--- src/rtl/cpu_pkg.sv ---
// Shared CPU definitions: branch types, ARMv8 condition codes
// and NZCV flag bit positions.
package cpu_pkg;

  typedef enum logic [2:0] {
    BR_NONE   = 3'd0,
    BR_UNCOND = 3'd1,
    BR_CBZ    = 3'd2,
    BR_CBNZ   = 3'd3,
    BR_BCOND  = 3'd4
  } br_type_e;

  localparam logic [3:0] COND_EQ = 4'b0000;
  localparam logic [3:0] COND_NE = 4'b0001;
  localparam logic [3:0] COND_CS = 4'b0010;
  localparam logic [3:0] COND_CC = 4'b0011;
  localparam logic [3:0] COND_MI = 4'b0100;
  localparam logic [3:0] COND_PL = 4'b0101;
  localparam logic [3:0] COND_VS = 4'b0110;
  localparam logic [3:0] COND_VC = 4'b0111;
  localparam logic [3:0] COND_HI = 4'b1000;
  localparam logic [3:0] COND_LS = 4'b1001;
  localparam logic [3:0] COND_GE = 4'b1010;
  localparam logic [3:0] COND_LT = 4'b1011;
  localparam logic [3:0] COND_GT = 4'b1100;
  localparam logic [3:0] COND_LE = 4'b1101;
  localparam logic [3:0] COND_AL = 4'b1110;

  localparam int FLAG_N = 3;
  localparam int FLAG_Z = 2;
  localparam int FLAG_C = 1;
  localparam int FLAG_V = 0;

endpackage

--- src/rtl/cond_eval.sv ---
// ARMv8 condition-code evaluator against an NZCV nibble.
// Shared by B.cond and CSEL.
module cond_eval
  import cpu_pkg::*;
(
  input  logic [3:0] cond_i,
  input  logic [3:0] nzcv_i,
  output logic       pass_o
);

  logic n, z, c, v;
  logic base;

  assign n = nzcv_i[FLAG_N];
  assign z = nzcv_i[FLAG_Z];
  assign c = nzcv_i[FLAG_C];
  assign v = nzcv_i[FLAG_V];

  // Even codes test a predicate; odd codes invert it, except AL/NV.
  always_comb begin
    base = 1'b0;
    case (cond_i[3:1])
      3'b000:  base = z;
      3'b001:  base = c;
      3'b010:  base = n;
      3'b011:  base = v;
      3'b100:  base = c & ~z;
      3'b101:  base = (n == v);
      3'b110:  base = ~z & (n == v);
      default: base = 1'b1;
    endcase
  end

  assign pass_o = (cond_i[3:1] == 3'b111) ? 1'b1
                                          : (base ^ cond_i[0]);

endmodule

--- src/rtl/ex_flags_stage.sv ---
// Execute-stage tail: NZCV flags register, branch decision
// and the EX/MEM pipeline register.
module ex_flags_stage
  import cpu_pkg::*;
#(
  parameter int WIDTH = 64,
  parameter int REGW  = 5
) (
  input  logic             clk,
  input  logic             reset,
  input  logic             stall,
  input  logic             flush,
  input  logic             in_valid,
  input  logic [WIDTH-1:0] alu_result,
  input  logic             alu_negative,
  input  logic             alu_zero,
  input  logic             alu_overflow,
  input  logic             alu_carry_out,
  input  logic             set_flags,
  input  logic             flag_arith,
  input  logic [2:0]       br_type,
  input  logic [3:0]       cond,
  input  logic [REGW-1:0]  rd,
  input  logic             reg_write,
  input  logic             mem_read,
  input  logic             mem_write,
  input  logic [WIDTH-1:0] store_data,
  output logic             br_taken,
  output logic [3:0]       flags,
  output logic             out_valid,
  output logic [WIDTH-1:0] out_result,
  output logic [WIDTH-1:0] out_store_data,
  output logic [REGW-1:0]  out_rd,
  output logic             out_reg_write,
  output logic             out_mem_read,
  output logic             out_mem_write
);

  logic [3:0]       flags_q, flags_d;
  logic             valid_q;
  logic [WIDTH-1:0] result_q, sdata_q;
  logic [REGW-1:0]  rd_q;
  logic             rw_q, mr_q, mw_q;
  logic             upd;
  logic             live;
  logic             cond_pass;

  assign upd  = in_valid & ~flush & ~stall;
  assign live = in_valid & ~flush;

  cond_eval u_cond (
    .cond_i (cond),
    .nzcv_i (flags_q),
    .pass_o (cond_pass)
  );

  // Branch decision; B.cond sees only the registered flags.
  always_comb begin
    br_taken = 1'b0;
    if (live) begin
      case (br_type_e'(br_type))
        BR_UNCOND: br_taken = 1'b1;
        BR_CBZ:    br_taken = alu_zero;
        BR_CBNZ:   br_taken = ~alu_zero;
        BR_BCOND:  br_taken = cond_pass;
        default:   br_taken = 1'b0;
      endcase
    end
  end

  // Next NZCV; logic ops clear C and V.
  always_comb begin
    flags_d = flags_q;
    if (upd && set_flags) begin
      flags_d[FLAG_N] = alu_negative;
      flags_d[FLAG_Z] = alu_zero;
      flags_d[FLAG_C] = flag_arith & alu_carry_out;
      flags_d[FLAG_V] = flag_arith & alu_overflow;
    end
  end

  // Flags register.
  always_ff @(posedge clk) begin
    if (reset) flags_q <= '0;
    else       flags_q <= flags_d;
  end

  // EX/MEM register; flush beats stall and inserts a bubble.
  always_ff @(posedge clk) begin
    if (reset) begin
      valid_q  <= 1'b0;
      result_q <= '0;
      sdata_q  <= '0;
      rd_q     <= '0;
      rw_q     <= 1'b0;
      mr_q     <= 1'b0;
      mw_q     <= 1'b0;
    end else if (flush) begin
      valid_q <= 1'b0;
      rw_q    <= 1'b0;
      mr_q    <= 1'b0;
      mw_q    <= 1'b0;
    end else if (!stall) begin
      valid_q  <= in_valid;
      result_q <= alu_result;
      sdata_q  <= store_data;
      rd_q     <= rd;
      rw_q     <= reg_write & in_valid;
      mr_q     <= mem_read & in_valid;
      mw_q     <= mem_write & in_valid;
    end
  end

  assign flags          = flags_q;
  assign out_valid      = valid_q;
  assign out_result     = result_q;
  assign out_store_data = sdata_q;
  assign out_rd         = rd_q;
  assign out_reg_write  = rw_q;
  assign out_mem_read   = mr_q;
  assign out_mem_write  = mw_q;

endmodule

--- config.mk ---
export PLATFORM = sky130hd
export DESIGN_NAME = ex_flags_stage
export DESIGN_NICKNAME = d
export VERILOG_FILES = /design/src/rtl/cpu_pkg.sv /design/src/rtl/cond_eval.sv /design/src/rtl/ex_flags_stage.sv
export SDC_FILE = /design/constraint.sdc
export NUM_CORES = 1
export LEC_CHECK = 0
export ABC_AREA = 0
export BUFFER_PORTS_ARGS = -buffer_cell sky130_fd_sc_hd__buf_2
export CAP_MARGIN = 20
export CORE_MARGIN = 2
export CORE_UTILIZATION = 40
export DETAILED_ROUTE_END_ITERATION = 8
export GPL_TIMING_DRIVEN = 0
export PLACE_DENSITY = 0.85
export RECOVER_POWER = 50
export SLEW_MARGIN = 5
export SYNTH_ARGS = -nofsm -noshare
export SYNTH_HDL_FRONTEND = slang
export SYNTH_SLANG_ARGS = --single-unit
--- constraint.sdc ---
create_clock -name clk -period 2.2 [get_ports clk]
set_clock_uncertainty 0.05 [all_clocks]
set_input_delay 0.44 -clock clk [delete_from_list [all_inputs] [get_ports clk]]
set_output_delay 0.44 -clock clk [all_outputs]
set_load 0.02 [all_outputs]
# Word-level counts from Yosys, hierarchy flattened
# Cells that the tools add are included.
op_classes:
  muxes: 4
  reduce_logical: 4
  bitwise_logic: 14
  eq_ne: 12
op_table:
  columns: ["cell", "count"]
  rows:
  - ["equality test 3 bit (second input constant)", 5]
  - ["equality test 3 x 2 -> 1 bit (second input constant)", 4]
  - ["AND 1 bit", 9]
  - ["one-hot mux 1 bit (7 select lines)", 1]
  - ["equality test 3 x 1 -> 1 bit (second input constant)", 2]
  - ["NOT 1 bit", 4]
  - ["one-hot mux 1 bit (4 select lines)", 1]
  - ["logical NOT 3 bit", 1]
  - ["2-to-1 mux 1 bit", 2]
  - ["AND reduction 2 bit", 1]
  - ["OR reduction 2 bit", 1]
  - ["equality test 1 bit", 1]
  - ["logical AND 1 bit", 1]
  - ["XOR 1 bit", 1]
totals:
  register_bits: 141
  inputBits: 154
  wordCells: 42

# Depth between registers and ports, before layout
# Gate-level depths: netlist of run 1.
logic_depth:
  depth_word: 7
  depth_mapped: 6

# By module
# Synthesis of run 1 repeated with hierarchy kept, for this count alone.
hier_totals:
  hier_cells: 638
  area_unflattened_um2: 5082.4
by_module_without_submodules:
  columns: ["mod", "area_per_inst_um2", "instances", "seq_area_each_um2", "cells_per_inst"]
  rows:
  - ["ex_flags_stage", 4941.0, 1, 2822.7, 618]
  - ["cond_eval", 141.4, 1, 0.0, 20]

# Least setup slack after synthesis of run 1
# No wires, ideal clock.
synth_path:
  path_type: "input to output"
  start: "in cond[1]"
  end: "out br_taken"
  path_slack_ps: 289
  path_buffers: 0
  arrival_time_ps: 1421
  path_stages: 4
  required_ps: 1710
  path_cell_list: "mux4_2 -> nand2b_1 -> a31oi_1 -> o31a_1"
synth_between:
  elab_chain_len: 6
  word_cells_on_any_way: 13
synth_lines:
  columns: ["element", "line_no", "rtl"]
  rows:
  - ["from (decl)", "ex_flags_stage.sv:22", "input logic [3:0] cond,"]
  - ["equality test 3 bit, or another cell as far along", "cond_eval.sv:22", "case (cond_i[3:1])"]
  - ["one-hot mux 1 bit (7 select lines)", "cond_eval.sv:22", null]
  - ["XOR 1 bit", "cond_eval.sv:35", ": (base ^ cond_i[0]);"]
  - ["2-to-1 mux 1 bit (*)", "cond_eval.sv:34", "assign pass_o = (cond_i[3:1] == 3'b111) ? 1'b1"]
  - ["one-hot mux 1 bit (4 select lines) (*)", "ex_flags_stage.sv:61", "case (br_type_e'(br_type))"]
  - ["2-to-1 mux 1 bit (*)", "ex_flags_stage.sv:60", "if (live) begin"]
  - ["to (decl)", "ex_flags_stage.sv:28", "output logic br_taken,"]
# Every way passes the cells marked *; elsewhere a longest branch is shown, timed or not.

# Worst setup path after layout of run 1
layout_path:
  start: "reg flags_q[2], in the netlist flags[2]"
  end: "out br_taken"
layout_between:
  elab_chain_len: 7
  word_cells_on_any_way: 8
layout_lines:
  columns: ["element", "line_no", "rtl"]
  rows:
  - ["from (decl)", "ex_flags_stage.sv:39", "logic [3:0] flags_q, flags_d;"]
  - ["from (signal assigned)", "ex_flags_stage.sv:85", "else flags_q <= flags_d;"]
  - ["NOT 1 bit", "cond_eval.sv:27, cond_eval.sv:29", null]
  - ["AND 1 bit (on tied branches)", "cond_eval.sv:29, cond_eval.sv:27", null]
  - ["one-hot mux 1 bit (7 select lines) (*)", "cond_eval.sv:22", null]
  - ["XOR 1 bit (*)", "cond_eval.sv:35", null]
  - ["2-to-1 mux 1 bit (*)", "cond_eval.sv:34", null]
  - ["one-hot mux 1 bit (4 select lines) (*)", "ex_flags_stage.sv:61", null]
  - ["2-to-1 mux 1 bit (*)", "ex_flags_stage.sv:60", null]
# Marked as above.

==> metrics.txt, run 1 <==
run status=finished, violations left; violations in the final reports=negative setup slack; final routed wire length divided by cell count=13.8 um; count of final hold-check violations=0; pin count of the biggest net entering global routing=17; number of violations of the max-capacitance limit=0; vias in the first global route=5013; clock latency at the later pin of the worst-skew pair=0.41 ns; depth of the worst hold-timing path=3; share of total power in sequential cells=43.6%; area occupied by multi-input gates=1950 um^2; depth of the worst register-to-register path=3; worst slew slack as a fraction of its limit=43.7%; ANT cells=0; remaining routing DRC violations=0; initial antenna violation count=0; area share of xor/xnor cells in the synthesized design=0.176%; Worst R2R Setup Slack=1.38 ns; Final Hold Slack=0.211 ns; final estimated routing congestion in global placement=0.880; post-layout worst setup margin=-0.0412 ns; warnings from Yosys=0; Leakage=2.92 nW; Achievable Freq=0.446 GHz; vias per cell=4.77; RSZ-0062 raised after global routing=yes; highest fanout seen on the critical path=4; hold-fix buffers at CTS=0; Synth Instances=630; post-route clock period utilization=102%; Final Max Slew Viols=0; Filler Cell Count=1172; Slew @ Worst Pin=0.841 ns; highest-delay cell along the critical path=sky130_fd_sc_hd__mux4_2; starting utilization of the core area=41.2%; power per unit of standard cell area=878 nW/um^2; floorplan die area=13300 um^2; required time at the endpoint of the critical path=1.71 ns; Worst setup SP type=register; sequential-to-total area share from yosys stat=56.8%; global-route usage over all layers=22.6%; endpoint kind of the worst setup timing path=primary output; largest vdd supply drop=746 uV; internal power of the cells=4.70 mW; placeable core region=12100 um^2; total gr overflow=0; clock tree from TritonCTS=built; simple-gate portion of the synthesized area=23.2%; Cell Chain, Critical Path=mux4_2, nand2b_1, a31oi_1, o31a_1, buf_6; die boundary height=115 um; first-pass GRT wire length=23200 um; Core Util, Final=59.1%; ratio of cells with drive above 1 in the final layout=23.7%; Num CTS Buffers=17; Post-Syn Area=4970 um^2; nets in the synthesized netlist=784; fin crit period=2.24 ns; Reg-to-Reg Start=flags[2]; largest family of logic cells by synthesized area=simple AND/OR/NAND/NOR gates; antenna violation net count after detailed routing=0; share of total power in combinational logic=11.1%; flip-flop and latch count after synthesis=141; post-DP HPWL=11500 um; number of failing setup endpoints in the final timing report=1; final instance area=7130 um^2; clock slew seen by the registers of the worst setup and hold paths=0.06 ns; area after detailed placement=6650 um^2; Horiz. Die Dim=115 um; crit path kind=reg -> out; num ports=296; number of levels the H-tree was split into=4; DR vias=5366; final routed wirelength across all metal layers=15600 um; Hold Path Origin=rd[1]; switching fraction of total power=24.9%; type of the most critical hold path=in -> reg; Sequential cell area=2830 um^2; Initial DRC Count=245; largest incremental delay on the critical path=0.45 ns; clock root cell=sky130_fd_sc_hd__clkbuf_16; hold endpoint=out_rd[1]; number of buffers between clock root and the deepest sink=2; clock sink count=141; mean instance size in the synthesized netlist=7.89 um^2; clock group share of total power=45.3%; number of distinct library cells after synthesis=24; destination of the worst register-to-register timing path=flags[2]; complex-gate fraction of the synthesized area=14.7%; Power Total=6.26 mW; CP arrival=1.75 ns; net switching power=1.56 mW; adder and majority cell fraction of the synthesized area=0%; area delta synth->final=43.5%; number of buffer cells added on primary ports=294; net total in the final layout=1100; TritonRoute pass-1 iters=5; row count=40; share of cell area taken by muxes after synthesis=1.06%
## final cells by class
| class | count | area share (%) |
|---|---|---|
| Sequential cell | 141 | 39.7 |
| Buffer | 46 | 2.83 |
| Clock inverter | 9 | 1.56 |
| Timing Repair Buffer | 297 | 18.8 |
| Multi-Input combinational cell | 443 | 27.4 |
| Clock buffer | 22 | 6.79 |
| Tap cell | 168 | 2.95 |
## cells in the mapped netlist
master	n	area, um^2
sky130_fd_sc_hd__nand2_1	272	1020
sky130_fd_sc_hd__dfxtp_1	141	2820
sky130_fd_sc_hd__a21oi_1	137	686
sky130_fd_sc_hd__clkbuf_1	24	90.1
sky130_fd_sc_hd__buf_2	21	105
sky130_fd_sc_hd__nand3_1	4	20.0
sky130_fd_sc_hd__nor2_1	4	15.0
sky130_fd_sc_hd__nor3_1	4	20.0
sky130_fd_sc_hd__a22oi_1	3	22.5
sky130_fd_sc_hd__mux2i_1	3	30.0
sky130_fd_sc_hd__nor2b_1	3	18.8
sky130_fd_sc_hd__nand2b_1	2	12.5
sky130_fd_sc_hd__a31oi_1	1	6.26
sky130_fd_sc_hd__and3_1	1	6.26
sky130_fd_sc_hd__and4_1	1	8.76
sky130_fd_sc_hd__buf_4	1	7.51
sky130_fd_sc_hd__mux4_2	1	22.5
sky130_fd_sc_hd__nor2_2	1	6.26
sky130_fd_sc_hd__nor3b_1	1	7.51
sky130_fd_sc_hd__nor4b_1	1	8.76
sky130_fd_sc_hd__o211ai_1	1	7.51
sky130_fd_sc_hd__o31a_1	1	8.76
sky130_fd_sc_hd__or2_2	1	6.26
sky130_fd_sc_hd__xnor2_1	1	8.76
## power by group through the flow
stage	logic, mW	clock network, mW	registers, mW
after floorplan	0.243	0	2.92
after global placement	0.715	0	2.77
after detailed placement	0.724	0	2.78
after CTS	0.730	2.88	2.72
after global routing	0.769	3.01	2.74
final	0.696	2.84	2.73
## what timing repair did
| action | 4_1_cts | 5_1_grt |
|---|---|---|
| pin swaps | 3 | 3 |
| setup endpoints to repair | 1 | 1 |
| gates resized for setup | 7 | 1 |
| setup buffers | 3 | 0 |
## kinds of logic after synthesis
logic type / Yosys count
muxes: 4
AOI/OAI and AO/OA: 143
xor gates and xnor gates: 1
and+or+nand+nor: 295
buffers and inverters: 46
DFF: 141
## stage by stage
step	worst slack, ns	cells	setup TNS (ns)
finish	-0.0412	1126	-0.0412
global route	-0.116	1126	-0.632
CTS	-0.0528	1126	-0.0528
detailed placement	0.0300	1092	0
global placement	0.0380	1092	0
floorplan	0.289	630	0
## worst max-delay path: cells and delay by family, from the launching register on
kind            cells  cell delay (ns)
flops               1             0.34
mux                 1             0.45
simple gates        1             0.10
compound gates      2             0.34
buf+inv             1             0.13
## worst max path at each step
stage,from,to,slack [ns]
floorplan,cond[1],br_taken,0.29
global placement,cond[1],br_taken,0.04
detailed placement,cond[1],br_taken,0.03
CTS,flags[2],br_taken,-0.05
global route,flags[2],br_taken,-0.12
finish,flags[2],br_taken,-0.04
## flip-flops by register name (all words and copies together) (netlist names)
signal          flops
out_reg_write       1
out_result         64
out_rd              5
out_mem_write       1
flags               4
out_valid           1
out_mem_read        1
out_store_data     64
## layer usage
layer	up-vias	part of all wire [%]	global-route usage [%]	wire, um
met4	0	2.2	9.80	346
met1	2426	39	24.0	6000
met3	32	9.2	8.26	1430
met5	-	0	0	0
met2	229	50	40.1	7800
li1	2679	-	-	-
## cells in the final DEF (no fill, tap or decap), types with 2 or more instances in the layout
master,instances
sky130_fd_sc_hd__nor3_1,4
sky130_fd_sc_hd__a21oi_1,137
sky130_fd_sc_hd__clkbuf_16,17
sky130_fd_sc_hd__clkbuf_8,4
sky130_fd_sc_hd__nand3_1,4
sky130_fd_sc_hd__clkbuf_1,155
sky130_fd_sc_hd__nand2_1,272
sky130_fd_sc_hd__a22oi_1,3
sky130_fd_sc_hd__nor2b_1,3
sky130_fd_sc_hd__nor2_1,5
sky130_fd_sc_hd__clkinv_2,2
sky130_fd_sc_hd__bufinv_16,2
sky130_fd_sc_hd__dfxtp_2,4
sky130_fd_sc_hd__clkinvlp_4,2
sky130_fd_sc_hd__buf_2,184
sky130_fd_sc_hd__dfxtp_1,137
sky130_fd_sc_hd__nand2b_1,2
sky130_fd_sc_hd__mux2i_1,3
sky130_fd_sc_hd__buf_4,4
sky130_fd_sc_hd__clkinv_4,3
Power figures use the tool's default switching activity.
==> run 2, diff against run 1 <==
PLACE_DENSITY = 0.84   (was 0.85)
SYNTH_HIERARCHICAL = 1   (was not set)
==> run 2 against run 1 <==
Against the previous run:
- the run still ends with negative setup slack left
- register-to-register slack worse by 0.05 ns
- combinational power is 4.0% higher
- core utilization is 0.89 points lower
- design area rose by 2.2%
- sequential power hardly changed
- sequential cell count did not move
- first-iteration DRC count down 1.6%
- routed wire length fell by 2.1%
- critical endpoint unchanged
- largest cell class unchanged
- highest routed layer unchanged
==> metrics.txt, run 2 <==
net total in the final layout=1106 (+0.55%); crit path kind=reg -> out; Initial DRC Count=241 (-1.6%); area fraction of the dominant cell type after synthesis=55.5% (-1.3 points); post-route clock period utilization=100% (-1.6 points); initial antenna violation count=0 (unchanged); list of most frequent post-synthesis cells=sky130_fd_sc_hd__nand2_1, sky130_fd_sc_hd__dfxtp_1, sky130_fd_sc_hd__a21oi_1, sky130_fd_sc_hd__buf_2, sky130_fd_sc_hd__clkbuf_1; vias in the first global route=4886 (-2.5%); clock sink count=141 (unchanged); sequential-to-total area share from yosys stat=55.5% (-1.3 points); die boundary height=117 um (+1.1%); clock slew seen by the registers of the worst setup and hold paths=0.06 ns (about the same); violations in the final reports=negative setup slack; first-pass GRT wire length=22500 um (-2.9%); Synth Instances=638 (+1.3%); clock tree from TritonCTS=built; RSZ-0062 raised after global routing=yes; Final Hold Slack=0.207 ns (-0.00435 ns); nets in the synthesized netlist=792 (+1.0%); placeable core region=12500 um^2 (+3.8%); Achievable Freq=0.453 GHz (+1.6%); row count=41 (+2.5%); starting utilization of the core area=40.6% (-0.59 points); flip-flop and latch count after synthesis=141 (unchanged); Cell Count Post-Placement=1101 (+0.82%); warnings from Yosys=6 (+6); top cells by area, synth=sky130_fd_sc_hd__dfxtp_1, sky130_fd_sc_hd__nand2_1, sky130_fd_sc_hd__a21oi_1; final estimated routing congestion in global placement=0.813 (-7.6%); run status=finished, violations left; antenna violation net count after detailed routing=0 (unchanged); clock root cell=sky130_fd_sc_hd__clkbuf_16; highest-count cells in the layout ignoring fill and taps=sky130_fd_sc_hd__nand2_1, sky130_fd_sc_hd__buf_2, sky130_fd_sc_hd__a21oi_1, sky130_fd_sc_hd__dfxtp_1, sky130_fd_sc_hd__clkbuf_1; Post-Syn Area=5080 um^2 (+2.3%); ratio of cells with drive above 1 in the final layout=27.8% (+4.1 points); vias per cell=4.75 (-0.36%); floorplan die area=13600 um^2 (+2.2%); Horiz. Die Dim=117 um (+1.1%); count of flip-flops with a built-in enable after synthesis=0 (unchanged); async set-reset flop share out of synthesis=0% (unchanged); remaining routing DRC violations=0 (unchanged); power per unit of standard cell area=859 nW/um^2 (-2.2%); Yosys top cell by area=sky130_fd_sc_hd__dfxtp_1; final routed wirelength across all metal layers=15200 um (-2.1%); number of cells in the finished layout apart from fillers=1137 (+0.98%); hold-fix buffers at CTS=0 (unchanged); Num CTS Buffers=17 (unchanged); pin count of the biggest net entering global routing=17 (unchanged); library cell with the highest instance count after synthesis=sky130_fd_sc_hd__nand2_1; number of levels the H-tree was split into=4 (unchanged); number of buffers between clock root and the deepest sink=2 (unchanged); CP arrival=1.72 ns (-0.03 ns); area delta synth->final=43.4% (about the same); highest fanout seen on the critical path=4 (unchanged); worst slew slack as a fraction of its limit=55.7% (+12 points); most frequent standard cell in the layout excluding fill and tap cells=sky130_fd_sc_hd__nand2_1; final routed wire length divided by cell count=13.4 um (-3.1%); area after detailed placement=6750 um^2 (+1.6%); number of violations of the max-capacitance limit=0 (unchanged); Core Util, Final=58.2% (-0.89 points); count of final hold-check violations=0 (unchanged); number of distinct library cells after synthesis=25 (+4.2%); final instance area=7290 um^2 (+2.2%); TritonRoute pass-1 iters=4 (-1); total gr overflow=0 (unchanged); fin crit period=2.21 ns (-0.0355 ns); global-route usage over all layers=21.3% (-1.2 points); type of the most critical hold path=in -> reg; mean instance size in the synthesized netlist=7.97 um^2 (+1.0%); Worst setup SP type=register; most common flop cell mapped by yosys=sky130_fd_sc_hd__dfxtp_1; Leakage=3.12 nW (+6.6%); num ports=296 (unchanged); post-DP HPWL=11400 um (-0.88%); number of failing setup endpoints in the final timing report=1 (unchanged); endpoint kind of the worst setup timing path=primary output; largest vdd supply drop=534 uV (-28%); clock latency at the later pin of the worst-skew pair=0.41 ns (about the same); Setup TNS Final=-0.00570 ns (+0.0355 ns); Final Max Slew Viols=0 (unchanged); number of buffer cells added on primary ports=291 (-1.0%); post-layout worst setup margin=-0.00570 ns (+0.0355 ns); DR vias=5399 (+0.61%); Slew @ Worst Pin=0.662 ns (-0.178 ns); ANT cells=0 (unchanged); required time at the endpoint of the critical path=1.71 ns (about the same)
==> run 2: layer usage <==
metal	part of all wire (%)	wire (um)	global-route usage (%)
met2	49	7470	36.9
met3	9.6	1470	7.99
met4	2.9	448	10.4
met1	38	5850	23.0
met5	0	0	0
==> run 2: through the flow <==
stage / power [mW] / setup slack [ns]
2_1_floorplan: 3.19 / 0.141
3_3_place_gp: 3.51 / 0.151
3_5_place_dp: 3.52 / 0.131
4_1_cts: 6.32 / -0.0336
5_1_grt: 6.52 / -0.134
6_report: 6.26 / -0.00570
==> run 2: what timing repair did <==
action | in CTS | in global routing
setup buffers | 3 | 1
pin swaps | 4 | 2
gates resized for setup | 6 | 6
endpoints found under the setup margin | 1 | 1
endpoints found under the hold margin | 0 | 0
==> run 2: area by class of cell <==
cell class,count,area (um^2)
Buffer,49,273
Clock buffer,21,470
Clock inverter,11,116
Fill cell,1229,5230
Inverter,1,3.75
Multi-Input combinational cell,447,2000
Sequential cell,141,2830
Tap cell,172,215
Timing Repair Buffer,295,1370
==> run 2: critical path: stages (launching register included) <==
cell and delay (ns):
sky130_fd_sc_hd__dfxtp_4 0.36, sky130_fd_sc_hd__nor4b_4 0.28, sky130_fd_sc_hd__a31oi_2 0.07, sky130_fd_sc_hd__a21oi_1 0.13
sky130_fd_sc_hd__and3b_1 0.20, sky130_fd_sc_hd__nand3_2 0.07, sky130_fd_sc_hd__a21oi_2 0.05, sky130_fd_sc_hd__buf_4 0.15
==> run 2: cells by family after synthesis <==
| kind of cell | synth area share [%] |
|---|---|
| AO/OA/AOI/OAI | 14.3 |
| XOR/XNOR | 0.517 |
| multiplexers | 0.985 |
| AND/OR/NAND/NOR | 23.1 |
| buffers and inverters | 5.59 |
| flip-flops | 55.5 |
==> run 2: power by group <==
| part | internal, mW | switching [mW] | total (mW) |
|---|---|---|---|
| Sequential | 2.67 | 0.0555 | 2.72 |
| Combinational | 0.268 | 0.456 | 0.724 |
| Clock | 1.75 | 1.06 | 2.81 |
==> run 2: final timing paths <==
| kind | start | end | slack [ns] | depth (start not counted) |
|---|---|---|---|---|
| worst min-delay path | store_data[8] | out_store_data[8] | 0.21 | 3 |
| worst max-delay path | flags[2] | br_taken | -0.006 | 7 |
| worst min register to register | out_result[18] | out_result[18] | 0.40 | 2 |
| worst max register to register | flags[2] | flags[2] | 1.33 | 3 |
==> run 3, diff against run 2 <==
PLACE_DENSITY = 0.75   (was 0.84)
==> run 3 against run 2 <==
Against the previous run:
- the run still ends with negative setup slack left
- clock power is essentially flat
- first-iteration DRC count is the same
- design area shrank 0.91%
- clock-buffer cell count grew 3
- power shrank 0.33%
- non-clock buffer count shrank 3
- combinational power shrank 1%
- global-route usage shrank 0.31 points
- critical path depth is the same
==> metrics.txt, run 3 (synthesis gave the netlist of run 2 again) <==
post-DP HPWL=11400 um (-0.70%); WL met2=7500 um (+0.35%); most frequent standard cell in the layout excluding fill and tap cells=sky130_fd_sc_hd__nand2_1; Horiz. Die Dim=117 um (unchanged); routed length on met3=1330 um (-9.1%); clock slew seen by the registers of the worst setup and hold paths=0.06 ns (about the same); total gr overflow=0 (unchanged); die boundary height=117 um (unchanged); ratio of cells with drive above 1 in the final layout=26.6% (-1.2 points); global-route usage over all layers=21.0% (-0.31 points); net total in the final layout=1103 (-0.27%); num ports=296 (unchanged); DR vias=5272 (-2.4%); antenna violation net count after detailed routing=0 (unchanged); starting utilization of the core area=40.6% (unchanged); initial antenna violation count=0 (unchanged); number of buffer cells added on primary ports=291 (unchanged); vias per cell=4.66 (-1.9%); number of buffers between clock root and the deepest sink=2 (unchanged); Slew @ Worst Pin=0.697 ns (+0.0344 ns); CP arrival=1.77 ns (+0.05 ns); final estimated routing congestion in global placement=0.784 (-3.6%); clock latency at the later pin of the worst-skew pair=0.41 ns (about the same); run status=finished, violations left; Cell Count Post-Placement=1101 (unchanged); crit path kind=reg -> out; number of cells in the finished layout apart from fillers=1132 (-0.44%); post-layout worst setup margin=-0.0649 ns (-0.0592 ns); RSZ-0062 raised after global routing=yes; post-route clock period utilization=103% (+2.7 points); Core Util, Final=57.7% (-0.53 points); endpoint kind of the worst setup timing path=primary output; final instance area=7220 um^2 (-0.91%); first-pass GRT wire length=22300 um (-0.98%); Final Max Slew Viols=0 (unchanged); remaining routing DRC violations=0 (unchanged); Worst setup SP type=register; pin count of the biggest net entering global routing=17 (unchanged); Setup Slack @ Placement=0.135 ns (+0.00370 ns); hold-fix buffers at CTS=0 (unchanged); count of final hold-check violations=0 (unchanged); Leakage=3.09 nW (-0.81%); Final Hold Slack=0.213 ns (+0.00627 ns); fin crit period=2.26 ns (+0.0592 ns); violations in the final reports=negative setup slack; number of failing setup endpoints in the final timing report=1 (unchanged); power per unit of standard cell area=864 nW/um^2 (+0.59%); Achievable Freq=0.442 GHz (-2.6%); final routed wirelength across all metal layers=15200 um (-0.36%); required time at the endpoint of the critical path=1.71 ns (about the same); placeable core region=12500 um^2 (unchanged); clock sink count=141 (unchanged); vias in the first global route=4680 (-4.2%); highest fanout seen on the critical path=3 (-1); Power Total=6.23 mW (-0.33%); worst slew slack as a fraction of its limit=53.5% (-2.1 points); floorplan die area=13600 um^2 (unchanged); final routed wire length divided by cell count=13.4 um (about the same); row count=41 (unchanged); clock tree from TritonCTS=built; TritonRoute pass-1 iters=4 (unchanged); area delta synth->final=42.0%; clock root cell=sky130_fd_sc_hd__clkbuf_16; Num CTS Buffers=17 (unchanged); ANT cells=0 (unchanged); Filler Cell Count=1285 (+4.6%); number of levels the H-tree was split into=4 (unchanged); highest-count cells in the layout ignoring fill and taps=sky130_fd_sc_hd__nand2_1, sky130_fd_sc_hd__buf_2, sky130_fd_sc_hd__a21oi_1, sky130_fd_sc_hd__dfxtp_1, sky130_fd_sc_hd__clkbuf_1; Initial DRC Count=241 (unchanged); area after detailed placement=6750 um^2 (unchanged); Max Used Layer=met4; metal1 wirelength=6140 um (+4.9%); Setup TNS Final=-0.0649 ns (-0.0592 ns); number of violations of the max-capacitance limit=0 (unchanged); type of the most critical hold path=in -> reg; largest vdd supply drop=724 uV (+36%)
## run 3: path summary, 6_finish.rpt
check                                    start             end  slack [ns]  depth (start not counted)
worst max-delay path                  flags[1]        br_taken       -0.06                          7
worst min-delay path            alu_result[46]  out_result[46]        0.21                          3
worst max register to register        flags[2]        flags[2]        1.43                          2
worst min register to register  out_result[51]  out_result[51]        0.40                          2
## run 3: timing repair
item / 4_1_cts / 5_1_grt
pin swaps: 4 / 1
gates cloned: 0 / 0
hold endpoints to repair: 0 / 0
resized for setup: 6 / 1
setup endpoints to repair: 1 / 1
buffers inserted: 1 / 0
## run 3: layout make-up
| cell class | count | area [um^2] | share of cell area (%) |
|---|---|---|---|
| timing repair buffer | 292 | 1350 | 18.8 |
| inverter | 1 | 3.75 | 0.0520 |
| clock inverter | 6 | 85.1 | 1.18 |
| buffer | 49 | 260 | 3.60 |
| tap | 172 | 215 | 2.98 |
| multi-input combinational | 447 | 1980 | 27.4 |
| sequential | 141 | 2830 | 39.2 |
| clock buffer | 24 | 492 | 6.81 |
## run 3: per-layer routing
layer | track usage, % | vias up
li1 | - | 2682
met1 | 23.7 | 2381
met2 | 37.1 | 191
met3 | 7.47 | 18
met4 | 6.90 | 0
met5 | 0 | -
## run 3: worst max-delay path, cell delays in order, from the launching register on
cell                      delay (ns)
sky130_fd_sc_hd__dfxtp_2        0.32
sky130_fd_sc_hd__nor4b_2        0.15
sky130_fd_sc_hd__a31oi_1        0.20
sky130_fd_sc_hd__a21oi_1        0.10
sky130_fd_sc_hd__and3b_1        0.21
sky130_fd_sc_hd__nand3_1        0.09
sky130_fd_sc_hd__a21oi_2        0.14
sky130_fd_sc_hd__buf_4          0.15
## run 3: where the power goes
part	switching [mW]	total (mW)	leakage [nW]	internal (mW)
Sequential	0.0557	2.72	1.15	2.67
Combinational	0.451	0.715	1.66	0.264
Clock	1.02	2.79	0.278	1.77
Total	1.53	6.23	3.09	4.71
